File: src/rtl/pipeline_packer.sv
// Packs C_RATIO narrow words into one wide word (lane 0 = LSBs); END flushes a partial word early.
// One cycle from completing input to registered output; input stalls only while a held output is not accepted.
module pipeline_packer #(
  parameter int C_IN_WIDTH    = 32,
  parameter int C_RATIO       = 4,
  parameter int C_OUT_WIDTH   = C_IN_WIDTH * C_RATIO,
  parameter int C_COUNT_WIDTH = $clog2(C_RATIO + 1)
) (
  input  logic                     CLK,
  input  logic                     RST_IN,
  input  logic [C_IN_WIDTH-1:0]    WR_DATA,
  input  logic                     WR_DATA_VALID,
  input  logic                     WR_DATA_END,
  output logic                     WR_DATA_READY,
  output logic [C_OUT_WIDTH-1:0]   RD_DATA,
  output logic [C_COUNT_WIDTH-1:0] RD_DATA_WORDS,
  output logic                     RD_DATA_END,
  output logic                     RD_DATA_VALID,
  input  logic                     RD_DATA_READY
);

  localparam logic [C_COUNT_WIDTH-1:0] LAST_LANE = C_COUNT_WIDTH'(C_RATIO - 1);

  logic [C_OUT_WIDTH-1:0]   acc;
  logic [C_OUT_WIDTH-1:0]   merged;
  logic [C_OUT_WIDTH-1:0]   out_data;
  logic [C_COUNT_WIDTH-1:0] count;
  logic [C_COUNT_WIDTH-1:0] out_words;
  logic                     out_end;
  logic                     out_valid;
  logic                     ready;
  logic                     take;
  logic                     done;

  assign ready = ~out_valid | RD_DATA_READY;
  assign take  = WR_DATA_VALID & ready;
  assign done  = (count == LAST_LANE) | WR_DATA_END;

  // Lanes above count are always zero in acc, so the merged word has clean unused lanes.
  always_comb begin
    merged = acc;
    for (int i = 0; i < C_RATIO; i++) begin
      if (count == C_COUNT_WIDTH'(i)) begin
        merged[i*C_IN_WIDTH +: C_IN_WIDTH] = WR_DATA;
      end
    end
  end

  always_ff @(posedge CLK) begin
    if (RST_IN) begin
      acc       <= '0;
      count     <= '0;
      out_data  <= '0;
      out_words <= '0;
      out_end   <= 1'b0;
      out_valid <= 1'b0;
    end else begin
      if (out_valid && RD_DATA_READY) begin
        out_valid <= 1'b0;
      end
      if (take) begin
        if (done) begin
          out_data  <= merged;
          out_words <= count + 1'b1;
          out_end   <= WR_DATA_END;
          out_valid <= 1'b1;
          acc       <= '0;
          count     <= '0;
        end else begin
          acc   <= merged;
          count <= count + 1'b1;
        end
      end
    end
  end

  assign WR_DATA_READY = ready;
  assign RD_DATA       = out_data;
  assign RD_DATA_WORDS = out_words;
  assign RD_DATA_END   = out_end;
  assign RD_DATA_VALID = out_valid;

endmodule

File: config.mk
export PLATFORM = sky130hd
export DESIGN_NAME = pipeline_packer
export DESIGN_NICKNAME = d
export VERILOG_FILES = /design/src/rtl/pipeline_packer.sv
export SDC_FILE = /design/constraint.sdc
export NUM_CORES = 1
export LEC_CHECK = 0
export CORE_ASPECT_RATIO = 0.9
export CORE_MARGIN = 5
export CORE_UTILIZATION = 40
export CTS_BUF_LIST = sky130_fd_sc_hd__clkbuf_2
export DETAILED_ROUTE_END_ITERATION = 12
export PLACE_DENSITY = 0.64
export SETUP_SLACK_MARGIN = 0.3
export SYNTH_ARGS = -nofsm -noshare
export SYNTH_HDL_FRONTEND = slang
export SYNTH_SLANG_ARGS = --single-unit
File: constraint.sdc
create_clock -name CLK -period 2.2 [get_ports CLK]
set_input_delay 0.22 -clock CLK [delete_from_list [all_inputs] [get_ports CLK]]
set_output_delay 0.22 -clock CLK [all_outputs]
set_load 0.01 [all_outputs]
# Word level (Yosys, flattened, before mapping)
# Cells that the tools add are included.
dict set report totals {
  out_inout_bits 134
  elab_cells 26
  input_bits 37
  ff_bits 264
}
dict set report classes {
  n_addsub 1
  mux 9
  n_eq_ne 3
  bitwise_logic 4
  n_reduce_logical 3
}
# cell n
set ops {}
lappend ops {{2-to-1 mux 128 bit} 1}
lappend ops {{2-to-1 mux 32 bit} 4}
lappend ops {{equality test 3 x 2 -> 1 bit (second input constant)} 2}
lappend ops {{adder 3 x 1 -> 3 bit (second input constant)} 1}
lappend ops {{equality test 3 x 1 -> 1 bit (second input constant)} 1}
lappend ops {{zero test 3 bit} 1}
lappend ops {{2-to-1 mux 1 bit} 3}
lappend ops {{2-to-1 mux 3 bit} 1}
lappend ops {{bitwise OR 1 bit} 2}
lappend ops {{AND reduction 2 bit} 1}
lappend ops {{AND 1 bit} 1}
lappend ops {{logical AND 1 bit} 1}
lappend ops {{inverter 1 bit} 1}

# Depth between registers and ports, before layout
dict set report logic_depth {
  word_depth 4
  mapped_depth 9
  ltp_nobuf 5
}

# Least setup slack after synthesis
# Ideal clock, no wire load.
dict set report synth_path {
  kind {register to register}
  from {register count[0]}
  to {register acc[42]}
  required_time_ps 2111
  path_stages_with_launch 9
  arrival_ps 1790
  slack_ps 321
  path_cell_list {dfxtp_1 -> ha_1 -> ha_1 -> buf_4 -> or2_1 -> buf_6 -> o211a_4 -> buf_6 -> o32ai_2}
}
dict set report synth_via {
  elab_chain_cells 3
  word_cells_on_any_way 5
  cone_classes {2 x eq/ne; 2 x mux; 1 x bitwise}
}
# item line
set synth_rtl {}
lappend synth_rtl {{start: declaration} 27} ;# logic [C_COUNT_WIDTH-1:0] count;
lappend synth_rtl {{start signal: assignment} 71} ;# count <= count + 1'b1;
lappend synth_rtl {{equality test 3 x 1 -> 1 bit / equality test 3 x 2 -> 1 bit (equally long branches)} {43, 37}}
lappend synth_rtl {{2-to-1 mux 32 bit / bitwise OR 1 bit (equally long branches)} {43, 37}}
lappend synth_rtl {{2-to-1 mux 128 bit *} 62} ;# if (done) begin
lappend synth_rtl {{end signal: assignment} 70} ;# acc <= merged;
lappend synth_rtl {{end: declaration} 24} ;# logic [C_OUT_WIDTH-1:0] acc;
# Every way passes the cells marked *; elsewhere a longest branch is shown, timed or not.
# A chain may end at the register's enable or synchronous reset.

# Worst setup path in the final report
dict set report layout_path {
  from {register out_valid, in the netlist RD_DATA_VALID}
  to {register out_data[10], in the netlist RD_DATA[10]}
}
dict set report layout_via {
  elab_chain_cells 4
}
# item line
set layout_rtl {}
lappend layout_rtl {{start: declaration} 30} ;# logic out_valid;
lappend layout_rtl {{start signal: assignment} 56} ;# out_valid <= 1'b0;
lappend layout_rtl {{start signal: assignment} 59} ;# out_valid <= 1'b0;
lappend layout_rtl {{start signal: assignment} 66} ;# out_valid <= 1'b1;
lappend layout_rtl {{inverter 1 bit} 35} ;# assign ready = ~out_valid | RD_DATA_READY;
lappend layout_rtl {{bitwise OR 1 bit} 35}
lappend layout_rtl {{AND 1 bit} 36} ;# assign take = WR_DATA_VALID & ready;
lappend layout_rtl {{AND reduction 2 bit (no source line)} n/a}
lappend layout_rtl {{end signal: assignment} 63} ;# out_data <= merged;
lappend layout_rtl {{end: declaration} 26} ;# logic [C_OUT_WIDTH-1:0] out_data;
# Every way passes these cells.

==> impl_metrics.env <==
export IMPL_routed_wl_um=34800
export IMPL_drtIter0Drc=526
export IMPL_finalHoldViolCount=0
export IMPL_syn_num_nets=1119
export IMPL_ant_nets=0
export IMPL_top_usage_layer="met2"
export IMPL_route_vias_total=9530
export IMPL_htree_levels=3
export IMPL_area_growth_pct=25.7
export IMPL_vias_per_cell=5.69
export IMPL_final_layout_size_suffix_gt1_share_pct=21.2
export IMPL_p_sw_uw=2930
export IMPL_cts_tree="done"
export IMPL_gp_congestion=0.777
export IMPL_yosys_area_top_type="dfxtp_1"
export IMPL_worstPathMaxFanout=40
export IMPL_arrival_ps=2550
export IMPL_fmax_mhz=537
export IMPL_dpl_worst_slack_ps=184
export IMPL_max_cap_viol_count=0
export IMPL_numClockSinks=264
export IMPL_swShare_pct=29.7
export IMPL_setup_viol=0
export IMPL_finalCritPeriodShare_pct=84.6
export IMPL_pin_count=171
export IMPL_seq_area_frac_synth_pct=46.6
export IMPL_fillCellCount=2612
export IMPL_finClkSkew_ps=51.0
export IMPL_slew_limit_headroom_pct=55.9
export IMPL_cts_root_buffer="clkbuf_2"
export IMPL_crit_path_cell_trace="nor2b_4, clkinv_4, buf_4, buf_4, a31oi_1, a211oi_1"
export IMPL_fp_dieW_um=188
export IMPL_cp_start_kind="flop"
export IMPL_pwr_share_seq_pct=51.5
export IMPL_yosysUniqueCellTypes=30
export IMPL_endpoint_kind="flop"
export IMPL_status="complete, no violations"
export IMPL_syn_area_per_cell_um2=10.5
export IMPL_ys_top_cells_by_count="dfxtp_1 (264), a211oi_1 (130), a31oi_1 (130), mux2i_1 (128), inv_1 (101)"
export IMPL_io_buffers=170
export IMPL_netlist_area_um2=11300
export IMPL_drc=0
export IMPL_hp_class="input pin to flop"
export IMPL_die_area_um2=31800
export IMPL_intPower_uw=6950
export IMPL_track_usage_pct=20.6
export IMPL_cellLeakagePower_uw=0.00540
export IMPL_firstDrtPassIters=7
export IMPL_grt_pass1_vias=9589
export IMPL_gr_usage_met3_pct=4.63
export IMPL_max_stage_delay_ps=500
export IMPL_crit_family="buffers and inverters"
export IMPL_met2_usage_pct=31.4
export IMPL_ys_warn_count=0
export IMPL_synth_most_common_cell="dfxtp_1"
export IMPL_synthCells=1077
export IMPL_initial_core_util_pct=40.6
export IMPL_synthTopCellsByArea="dfxtp_1 (47%), mux2i_1 (11%), a211oi_1 (8.6%)"
export IMPL_row_count=58
export IMPL_tns_ps=0
export IMPL_crit_slowest_cell="buf_4"
export IMPL_overflow=0
export IMPL_cts_buffers=69
export IMPL_final_core_util_pct=51.0
export IMPL_wire_per_inst_um=20.7
export IMPL_drv_slew=0
export IMPL_required_ps=2890
export IMPL_fin_ws_ps=338
export IMPL_clkLatencyLatePin_ps=820
export IMPL_grt_use_met1_pct=28.8
export IMPL_rsz0062_at_grt="yes"
export IMPL_die_y_um=170
export IMPL_grt_pass1_wl_um=53500
export IMPL_comb_power_share_pct=15.0
export IMPL_cts_buffer_depth=3
export IMPL_synth_top_area_share_pct=46.6
export IMPL_core_um2=27900
export IMPL_ir_drop_mv=0.401
export IMPL_cp_num_buf_inv=3
export IMPL_antenna_found_initial=1
export IMPL_cellPowerDensity_nw_per_um2=693
export IMPL_dp_hpwl_um=20500
export IMPL_async_reset_ff_share_pct=0
export IMPL_finalNetCount=1309
export IMPL_synth_edff_count=0
export IMPL_clockPowerShare_pct=33.5
export IMPL_tightestPinTransition_ps=662
export IMPL_ys_flop_type="dfxtp_1"
export IMPL_path_class="flop to flop"
export IMPL_holdWs_ps=186
export IMPL_clkTransAtPathRegs_ps=100
export IMPL_layout_min_cycle_time_ps=1860
export IMPL_grt_max_degree=64
export IMPL_crit_top_cell="buf_4"
export IMPL_synth_seq_cells=264
[cells by family (layout without fill, tap and decap cells)]
| group | Yosys count | count (layout) | share of synthesized area (%) |
|---|---|---|---|
| adders and majority gates | 5 | 5 | 0.552 |
| and+or+nand+nor | 80 | 81 | 4.38 |
| DFF | 264 | 264 | 46.6 |
| buffers and inverters | 229 | 460 | 8.91 |
| muxes | 128 | 128 | 11.3 |
| AOI/OAI and AO/OA | 371 | 376 | 28.3 |
| other | 0 | 1 | 0 |
[path summary, 6_finish.rpt]
kind | from | end | slack (ps) | depth (start not counted)
worst max-delay path | RD_DATA_VALID | RD_DATA[10] | 340 | 6
worst min register to register | acc[115] | acc[115] | 460 | 1
worst min-delay path | RD_DATA_READY | RD_DATA_VALID | 190 | 4
worst max register to register | RD_DATA_VALID | RD_DATA[10] | 340 | 6
[sequential cells by signal, summed over array words and instances, names as in the netlist]
register	count
RD_DATA	128
RD_DATA_END	1
RD_DATA_VALID	1
RD_DATA_WORDS	3
count	3
acc	128
[per-layer routing]
layer  vias up  share of wire [%]
met1      4645                 48
met3        59                5.5
met4         0                2.1
met5         -                  0
li1       4493                  -
met2       333                 45
[repair_timing]
item                                    in CTS  in global routing
hold buffers                                 2                  0
resized for setup                          147                 39
endpoints found under the hold margin       50                  0
endpoints found under the setup margin     285                260
buffers inserted                             5                  7
pin swaps                                    4                  6
gates cloned                                 1                  7
[worst min-delay path: stages]
cell	delay (ps)
clkdlybuf4s50_1	500
nor2b_4	70
a21oi_1	110
nor2_1	50
[stage by stage]
stage | instances | instance area [um^2] | total power [uW]
after global placement | 1534 | 13400 | 6660
after floorplan | 1077 | 11300 | 5990
after CTS | 1660 | 13900 | 9910
after global routing | 1675 | 14300 | 10400
after detailed placement | 1534 | 13400 | 6670
final | 1675 | 14300 | 9880
[cell type report]
cell class,instances,area (um^2),share of cell area (%)
Sequential cell,264,5290,37.1
Timing Repair Buffer,240,2210,15.5
Multi-Input combinational cell,590,5320,37.3
Clock inverter,13,75.1,0.526
Antenna cell,1,2.50,0.0175
Tap cell,360,450,3.16
Inverter,102,388,2.72
Clock buffer,105,526,3.69
[layout by cell type, fill, tap and decap left out, types with 6 or more instances in the layout]
cell	count
dfxtp_1	260
dlygate4sd2_1	133
mux2i_1	128
a31oi_1	128
a211oi_1	125
clkbuf_2	106
inv_1	101
o32ai_2	67
buf_4	54
clkdlybuf4s50_1	34
and2_1	32
nand2b_1	32
o32ai_1	29
clkinv_1	9
o211a_4	8
nand4_1	6
a21oi_1	6
buf_12	6
buf_6	6
[power groups by stage]
stage	logic (uW)	registers, uW	clock network, uW
5_1_grt	1600	5110	3690
2_1_floorplan	749	5240	0
6_report	1480	5090	3310
3_5_place_dp	1470	5200	0
4_1_cts	1400	5090	3420
3_3_place_gp	1460	5200	0
No activity file was read; power rests on OpenSTA's default activity.
